===== config.mk =====
export PLATFORM = sky130hd
export DESIGN_NAME = sram_mem_responder_flat
export DESIGN_NICKNAME = d
export VERILOG_FILES = /design/src/rtl/sram_mem_responder_pkg.sv /design/src/rtl/sram_mem_responder_if.sv /design/src/rtl/sram_phase_counter.sv /design/src/rtl/sram_mem_responder.sv /design/src/flat_wrapper.sv
export SDC_FILE = /design/constraint.sdc
export NUM_CORES = 1
export LEC_CHECK = 0
export ABC_CLOCK_PERIOD_IN_PS = 5200
export BUFFER_PORTS_ARGS = -buffer_cell sky130_fd_sc_hd__buf_2
export CORE_AREA = 2 2 109 111
export DETAILED_ROUTE_END_ITERATION = 10
export DIE_AREA = 0 0 111 113
export PLACE_DENSITY = 0.67
export SLEW_MARGIN = 10
export SYNTH_ARGS = -nofsm -noshare
export SYNTH_HDL_FRONTEND = slang
export SYNTH_SLANG_ARGS = --single-unit

===== constraint.sdc =====
create_clock -name clk -period 5.2 [get_ports clk]
set_input_delay 1.04 -clock clk [delete_from_list [all_inputs] [get_ports clk]]
set_output_delay 1.04 -clock clk [all_outputs]
set_load 0.02 [all_outputs]

===== src/rtl/sram_mem_responder_pkg.sv =====
// sram_mem_responder_pkg: shared state encoding, defaults and address mapping for the SRAM responder
package sram_mem_responder_pkg;
  typedef enum logic [1:0] {
    IDLE     = 2'd0,
    LO_PHASE = 2'd1,
    HI_PHASE = 2'd2,
    DONE     = 2'd3
  } state_t;
  localparam int unsigned BASE_ADDR_DEF = 1024;
  localparam int unsigned SRAM_DW = 16;
  localparam int unsigned SRAM_AW_DEF = 18;
  function automatic logic [31:0] word_index(input logic [31:0] address, input logic [31:0] base);
    return (address - base) >> 2;
  endfunction
endpackage


===== src/rtl/sram_mem_responder_if.sv =====
// sram_mem_responder_if: MEM-stage load/store request bus between the pipeline and the responder
interface sram_mem_responder_if;
  logic        rd_en;
  logic        wr_en;
  logic [31:0] address;
  logic [31:0] write_data;
  logic [31:0] read_data;
  logic        ready;
  modport master(output rd_en, wr_en, address, write_data, input read_data, ready);
  modport slave(input rd_en, wr_en, address, write_data, output read_data, ready);
endinterface


===== src/rtl/sram_phase_counter.sv =====
// sram_phase_counter: per-phase cycle counter flagging the final cycle of a 16-bit SRAM phase
module sram_phase_counter #(
  parameter int unsigned PHASE_CYCLES = 2
) (
  input  logic       clk,
  input  logic       rst,
  input  logic       clr,
  input  logic       en,
  output logic [3:0] cnt,
  output logic       last
);
  always_ff @(posedge clk or negedge rst)
    if (!rst) cnt <= '0;
    else if (clr) cnt <= '0;
    else if (en) cnt <= cnt + 4'd1;
  assign last = cnt == 4'(PHASE_CYCLES - 1);
endmodule


===== src/rtl/sram_mem_responder.sv =====
// sram_mem_responder: splits each 32-bit MEM-stage access into two timed 16-bit async SRAM phases
module sram_mem_responder
  import sram_mem_responder_pkg::*;
#(
  parameter int unsigned PHASE_CYCLES = 2,
  parameter int unsigned BASE_ADDR    = BASE_ADDR_DEF,
  parameter int unsigned SRAM_AW      = SRAM_AW_DEF
) (
  input  logic                 clk,
  input  logic                 rst,
  sram_mem_responder_if.slave  bus,
  output logic [SRAM_AW-1:0]   sram_addr,
  output logic [SRAM_DW-1:0]   sram_dq_out,
  input  logic [SRAM_DW-1:0]   sram_dq_in,
  output logic                 sram_dq_oe,
  output logic                 sram_we_n
);
  state_t             state, state_n;
  logic [SRAM_AW-2:0] word;
  logic [31:0]        wdata;
  logic [31:0]        rdata;
  logic               is_wr;
  logic               req;
  logic               phase;
  logic               hi;
  logic               last;
  logic [3:0]         cnt;
  assign req = bus.rd_en | bus.wr_en;
  sram_phase_counter #(.PHASE_CYCLES(PHASE_CYCLES)) u_cnt (
    .clk  (clk),
    .rst  (rst),
    .clr  (last),
    .en   (phase),
    .cnt  (cnt),
    .last (last)
  );
  always_ff @(posedge clk or negedge rst)
    if (!rst) state <= IDLE;
    else state <= state_n;
  // Only the IDLE-sampled request is used; a store wins over a simultaneous load.
  always_ff @(posedge clk or negedge rst)
    if (!rst) begin
      word  <= '0;
      wdata <= '0;
      is_wr <= 1'b0;
    end else if (state == IDLE && req) begin
      word  <= (SRAM_AW-1)'(word_index(bus.address, 32'(BASE_ADDR)));
      wdata <= bus.write_data;
      is_wr <= bus.wr_en;
    end
  always_ff @(posedge clk or negedge rst)
    if (!rst) rdata <= '0;
    else if (phase && !is_wr && last) begin
      if (hi) rdata[31:16] <= sram_dq_in;
      else rdata[15:0] <= sram_dq_in;
    end
  always_comb begin
    state_n = state;
    unique case (state)
      IDLE:     state_n = req ? LO_PHASE : IDLE;
      LO_PHASE: state_n = last ? HI_PHASE : LO_PHASE;
      HI_PHASE: state_n = last ? DONE : HI_PHASE;
      default:  state_n = IDLE;
    endcase
  end
  // With single-cycle phases there is no hold cycle, so the strobe covers the whole phase.
  always_comb begin
    phase       = state == LO_PHASE || state == HI_PHASE;
    hi          = state == HI_PHASE;
    bus.ready   = (state == IDLE && !req) || state == DONE;
    bus.read_data = rdata;
    sram_addr   = phase ? {word, hi} : '0;
    sram_dq_oe  = phase && is_wr;
    sram_dq_out = sram_dq_oe ? (hi ? wdata[31:16] : wdata[15:0]) : '0;
    sram_we_n   = !(sram_dq_oe && (!last || PHASE_CYCLES == 1));
  end
endmodule


===== src/flat_wrapper.sv =====
// flat-port wrapper written by rule: the top's interface ports become plain ports
module sram_mem_responder_flat import sram_mem_responder_pkg::*;
#(
  parameter int unsigned PHASE_CYCLES = 2,
  parameter int unsigned BASE_ADDR    = BASE_ADDR_DEF,
  parameter int unsigned SRAM_AW      = SRAM_AW_DEF
)
  (clk, rst, sram_addr, sram_dq_out, sram_dq_in, sram_dq_oe, sram_we_n, bus_rd_en, bus_wr_en, bus_address, bus_write_data, bus_read_data, bus_ready);
  sram_mem_responder_if bus_i ();
  input  logic clk;
  input  logic rst;
  output logic [SRAM_AW-1:0] sram_addr;
  output logic [SRAM_DW-1:0] sram_dq_out;
  input  logic [SRAM_DW-1:0] sram_dq_in;
  output logic sram_dq_oe;
  output logic sram_we_n;
  input wire logic [$bits(bus_i.rd_en)-1:0] bus_rd_en;
  input wire logic [$bits(bus_i.wr_en)-1:0] bus_wr_en;
  input wire logic [$bits(bus_i.address)-1:0] bus_address;
  input wire logic [$bits(bus_i.write_data)-1:0] bus_write_data;
  output wire logic [$bits(bus_i.read_data)-1:0] bus_read_data;
  output wire logic [$bits(bus_i.ready)-1:0] bus_ready;
  assign bus_i.rd_en = bus_rd_en;
  assign bus_i.wr_en = bus_wr_en;
  assign bus_i.address = bus_address;
  assign bus_i.write_data = bus_write_data;
  assign bus_read_data = bus_i.read_data;
  assign bus_ready = bus_i.ready;
  sram_mem_responder #(.PHASE_CYCLES(PHASE_CYCLES), .BASE_ADDR(BASE_ADDR), .SRAM_AW(SRAM_AW)) u_core (.clk(clk), .rst(rst), .bus(bus_i), .sram_addr(sram_addr), .sram_dq_out(sram_dq_out), .sram_dq_in(sram_dq_in), .sram_dq_oe(sram_dq_oe), .sram_we_n(sram_we_n));
endmodule

==> metrics.yaml, run 1 <==
outcome:
  status: "completed"
clock_network:
  clkTransAtPathRegs_ps: 60
  cts_setup_buffers: 0
  cts_hold_buf: 0
  htree_num_levels: 3
  cts_tree: "done"
  clock_sinks: 88
  cts_resized: 0
  cts_buffer_depth: 2
  numCtsBuffers: 9
  cts_root_buf: "clkbuf_16"
  clk_latency_ps: 340
setup_path:
  crit_fanout: 24
  crit_slowest_cell: "ha_1"
  cp.required_ps: 4160
  cp_data_arrival_time_ps: 2810
  cp-end-kind: "primary output"
  worst-setup-path-type: "reg -> out"
  startpoint_type: "register"
  crit_path_max_incr_delay_ps: 730
  path_cells: "inv_1 > ha_1 > nand2_1 > or2_2 > buf_2"
worst_hold_path:
  hold_class: "reg -> reg"
layout:
  ff_latch_area_um2: 2202
  num_antenna_cells: 0
  area_growth_pct: 28.64
  n_fill_cell: 1082
  drive_above_1_share: 0.3689
  utilization: 0.4428
  multiInputGateArea_um2: 1593
  final_nets: 600
  final_cell_count_no_fill: 658
  final_cell_area_um2: 4991
logic_synthesis:
  yosysSeqAreaShare: 0.5676
  synth_top_area_cell: "dfrtp_1"
  synthTopCellsByArea: "dfrtp_1 57%, nand2_1 13%, mux2_2 9.6%, mux2i_1 4.6%, and2_1 2.7%"
  synth_area_um2: 3880
  synth_edf_count: 0
  synth-main-ff-cell: "dfrtp_1"
  synth_top_area_share: 0.5676
  ys_ff_latch: 88
  mappedNetlistNets: 467
  syn_area_per_cell_um2: 10.26
  synthCells: 378
  synth_cell_types: 32
  synth-async-reset-ratio: 1.000
  ys_warn_count: 0
place:
  place_congestion: 0.7703
  dp_hpwl_um: 6070
  portBuffers: 137
  numPlacedInstances: 642
  postPlaceCellArea_um2: 4696
timing:
  finalClockSkew_ps: 3.621
  slew_viol_final: 0
  hold_viol_final: 0
  rsz0062_at_grt: "no"
  worst_slew_pin_slew_ps: 944.3
  maxSlewHeadroom: 0.3705
  fin_crit_ps: 3851
  post-route-period-util: 0.7405
  max_freq_mhz: 259.7
  finalSetupViolCount: 0
  finalSetupTns_ps: 0
die:
  coreArea_um2: 11270
  num_rows: 39
  initial_core_util: 0.3442
  die_area_um2: 12540
  die_x_um: 111
  io_pins: 153
  die_y_um: 113
global_routing:
  gr-total-overflow: 0
  grt_use_total: 0.1444
  grt_max_degree: 89
  grt_pass1_wl_um: 14370
  grt_antenna_before_repair: 0
  grt_pass1_vias: 3015
power:
  ir_worst_vdd_mv: 0.3109
  p_leak_uw: 0.002575
  powerDensity_nw_per_um2: 652.4
  fin_total_pwr_uw: 3256
routing:
  wl_per_cell_um: 13.36
  drt-initial-drc-count: 125
  final_antenna_net_count: 0
  firstDrtPassIters: 4
  routed_via_density: 4.625
  drc: 0
  via_count: 3043
  drt-total-wl_um: 8788
flow_run:
  cap_viol_max_count: 0
==> placed cells by master (no fill, tap or decap), types with 2 or more instances in the layout <==
cell type and instances:
buf_2 136, nand2_1 130, dfrtp_1 88, mux2_2 33, nor2_1 24, mux2i_1 18
and2_1 17, clkbuf_16 9, o21ai_0 6, inv_1 5, a31oi_1 5, ha_1 5
xnor2_1 4, clkbuf_1 4, or3_1 3, o31ai_1 3, buf_4 3, a21o_1 2
or4_1 2, and3b_1 2, clkbuf_8 2
==> report_power, final <==
| part | internal, µW | switching (µW) | total (µW) |
|---|---|---|---|
| Combinational | 564 | 921 | 1490 |
| Sequential | 1020 | 160 | 1180 |
| Clock | 348 | 246 | 594 |
==> critical path: cells and delay by family, from the launching register on <==
family | cells | cell delay [ps]
flip-flops | 1 | 390
adder cells (fa/ha/maj) | 1 | 730
AND/OR/NAND/NOR | 2 | 1110
buffers and inverters | 2 | 260
==> final timing paths <==
kind | endpoint | depth (start not counted) | startpoint | slack, ps
worst max-delay path | sram_we_n | 5 | u_core.state[0] | 1350
worst max register to register | u_core.bus.read_data[14] | 5 | u_core.state[0] | 2450
max in group asynchronous | u_core.wdata[13] | 2 | rst | 3920
min in group asynchronous | u_core.bus.read_data[0] | 1 | rst | 660
worst min register to register | u_core.word[5] | 2 | u_core.word[5] | 470
worst min-delay path | u_core.word[5] | 2 | u_core.word[5] | 470
==> final cells by class <==
class | instances | share of cell area
timing repair buffer | 140 | 0.1464
multi-input combinational | 267 | 0.3191
sequential | 88 | 0.4412
inverter | 5 | 0.003760
tap | 143 | 0.03585
clock buffer | 15 | 0.05365
==> per-stage QoR <==
stage | hold WS [ps] | worst slack (ps)
floorplan | 438.0 | 2466
global placement | 450.5 | 1735
detailed placement | 455.4 | 1630
CTS | 470.8 | 1263
global route | 497.9 | 977.0
finish | 467.6 | 1349
==> per-layer routing <==
metal / share of wire / vias to the layer above / global-route usage
li1: - / 1493 / -
met1: 0.45 / 1436 / 0.1807
met2: 0.46 / 102 / 0.2364
met3: 0.072 / 12 / 0.04392
met4: 0.018 / 0 / 0.05583
met5: 0 / - / 0
==> synthesized netlist by cell type, drive strengths merged (5+ instances only) <==
| cell type | count |
|---|---|
| a31oi | 5 |
| inv | 5 |
| nand2 | 130 |
| mux2 | 33 |
| o21ai | 7 |
| clkbuf | 13 |
| and2 | 17 |
| mux2i | 18 |
| buf | 5 |
| ha | 5 |
| nor2 | 24 |
| dfrtp | 88 |
==> sequential cells by signal (all words and copies together), names as in the netlist <==
register,flops
u_core.is_wr,1
u_core.state,2
u_core.bus.read_data,32
u_core.u_cnt.cnt,4
u_core.word,17
u_core.wdata,32
==> logic make-up after synthesis <==
logic type	share of synthesized area
buf+inv	0.02515
mux	0.1422
compound gates	0.02999
simple gates	0.2099
flops	0.5676
fa+ha+maj	0.01612
xor+xnor	0.009028
Note: power is estimated with default switching activity, not from simulation.
==> run 2, diff against run 1 <==
ABC_CLOCK_PERIOD_IN_PS = 3850   (was 5200)
clock period = 3.85 ns   (was 5.2 ns; I/O delays follow)
==> run 2 against run 1 <==
Compared with the run above:
- die area did not move
- critical endpoint is now sram_dq_out[3]
- global-route usage rose by 0.22 points
- critical path type unchanged
- sequential power rose by 35%
- combinational power rose by 36%
- count of clock-buffer cells in the layout did not move
==> metrics.yaml, run 2 (synthesis gave the netlist of run 1 again) <==
outcome:
  status: "completed"  # unchanged
clock_network:
  clkTransAtPathRegs_ps: 60  # about the same
  cts_resized: 0  # unchanged
  numCtsBuffers: 9  # unchanged
  cts_tree: "done"  # unchanged
  cts_setup_buffers: 0  # unchanged
  cts_root_buf: "clkbuf_16"  # unchanged
  cts_buffer_depth: 2  # unchanged
  cts_hold_buf: 0  # unchanged
  clk_latency_ps: 340  # about the same
  clock_sinks: 88  # unchanged
  htree_num_levels: 3  # unchanged
die:
  die_x_um: 111  # unchanged
  io_pins: 153  # unchanged
  initial_core_util: 0.3442  # unchanged
  die_y_um: 113  # unchanged
  num_rows: 39  # unchanged
  die_area_um2: 12540  # unchanged
  coreArea_um2: 11270  # unchanged
timing:
  post-route-period-util: 0.7791
  finalSetupTns_ps: 0  # unchanged
  finalSetupViolCount: 0  # unchanged
  worst_slew_pin_slew_ps: 957.2  # was 944.3 ps
  finalClockSkew_ps: 6.413  # was 3.621 ps
  rsz0062_at_grt: "no"  # unchanged
  max_freq_mhz: 333.4
  maxSlewHeadroom: 0.3619  # was 0.3705
  slew_viol_final: 0  # unchanged
  hold_viol_final: 0  # unchanged
  fin_crit_ps: 3000
global_routing:
  grt_antenna_before_repair: 0  # unchanged
  grtUsageMet2: 0.2429  # was 0.2364
  grt_pass1_wl_um: 14570  # was 14370 µm
  grt_max_degree: 89  # unchanged
  use_met1: 0.1794  # was 0.1807
  top_usage_layer: "met2"  # unchanged
  grt_pass1_vias: 3110  # was 3015
  gr-total-overflow: 0  # unchanged
  grt_use_total: 0.1466  # was 0.1444
  grt_use_met3: 0.04178  # was 0.04392
power:
  ir_worst_vdd_mv: 0.4939  # was 0.3109 mV
  p_leak_uw: 0.002580  # was 0.002575 µW
  powerDensity_nw_per_um2: 883.6  # was 652.4 nW/µm²
  fin_total_pwr_uw: 4417  # was 3256 µW
layout:
  num_antenna_cells: 0  # unchanged
  area_growth_pct: 28.83  # was 28.64%
  layout_common_cells: "136 x buf_2, 130 x nand2_1, 88 x dfrtp_1"  # unchanged
  n_fill_cell: 1095  # was 1082
  drive_above_1_share: 0.3702  # was 0.3689
  final_cell_area_um2: 4999  # was 4991 µm²
  final_nets: 601  # was 600
  final_common_cell: "buf_2"  # unchanged
setup_path:
  path_cells: "inv_1 > ha_1 > nand2_1 > buf_4 > nor2_1 > buf_2"  # was inv_1 > ha_1 > nand2_1 > or2_2 > buf_2
  startpoint_type: "register"  # unchanged
  worst-setup-path-type: "reg -> out"  # unchanged
  path_buf_inv: 3  # was 2
  crit_path_max_incr_delay_ps: 710  # was 730 ps
  cp.required_ps: 3080  # was 4160 ps
  crit_fanout: 24  # unchanged
  critPathTopFamily: "adder cells"  # was simple AND/OR/NAND/NOR gates
  crit_slowest_cell: "ha_1"  # unchanged
  cp_data_arrival_time_ps: 2230  # was 2810 ps
  cp-end-kind: "primary output"  # unchanged
routing:
  final_antenna_net_count: 0  # unchanged
  via_count: 3055  # was 3043
  drc: 0  # unchanged
  drt-total-wl_um: 8887  # was 8788 µm
  routed_via_density: 4.636  # was 4.625
  wl_per_cell_um: 13.49  # was 13.36 µm
  drt-initial-drc-count: 180  # was 125
  firstDrtPassIters: 4  # unchanged
worst_hold_path:
  hold_class: "in -> async"  # was reg -> reg
place:
  portBuffers: 137  # unchanged
  postPlaceCellArea_um2: 4703  # was 4696 µm²
  place_congestion: 0.7670  # was 0.7703
  dp_hpwl_um: 6077  # was 6070 µm
flow_run:
  cap_viol_max_count: 0  # unchanged
## run 2: cell count changes in the layout (fill, tap and decap cells not counted), sizes merged
cell / previous run / this run
buf: 140 / 141
## run 2: layout make-up
class	count	area [µm²]	area share
sequential	88	2202	0.4406
inverter	5	18.77	0.003755
multi-input combinational	267	1593	0.3186
timing repair buffer	141	738.2	0.1477
tap	143	178.9	0.03579
clock buffer	15	267.8	0.05357
## run 2: through the flow
step | util | setup WS, ps | hold WS [ps] | instances
2_1_floorplan | - | 1386 | 438.0 | 378
3_3_place_gp | 0.4172 | 1134 | 452.0 | 643
3_5_place_dp | 0.4172 | 1036 | 454.5 | 643
4_1_cts | 0.4410 | 740.2 | 469.9 | 658
5_1_grt | 0.4434 | 606.5 | 444.7 | 659
6_report | 0.4434 | 850.4 | 410.9 | 659
## run 2: final timing paths
path,slack (ps),cells after the start,start,end
setup reg to reg,1120,5,u_core.state[0],u_core.bus.read_data[13]
hold / removal,410,1,rst,u_core.bus.read_data[16]
setup / recovery,850,6,u_core.state[0],sram_dq_out[3]
max in group asynchronous,2810,2,rst,u_core.wdata[10]
hold reg to reg,470,2,u_core.word[7],u_core.word[7]
min in group clk,470,2,u_core.word[7],u_core.word[7]
## run 2: power breakdown
part / internal [µW] / total (µW) / leakage [µW] / switching (µW)
logic: 771 / 2020 / 0.00139 / 1250
clock network: 470 / 804 / 0.000130 / 334
registers: 1370 / 1590 / 0.00106 / 218
## run 2: per-layer routing
layer | wire, µm | vias to the layer above
met1 | 3924 | 1443
met5 | 0 | -
li1 | - | 1505
met3 | 590 | 12
met2 | 4203 | 95
met4 | 169 | 0
## run 2: worst reg2reg max path: cells and delay by family (launching register included)
family	cells	cell delay (ps)
mux	1	420
fa+ha+maj	1	710
simple gates	2	990
buf+inv	1	80
flops	1	400
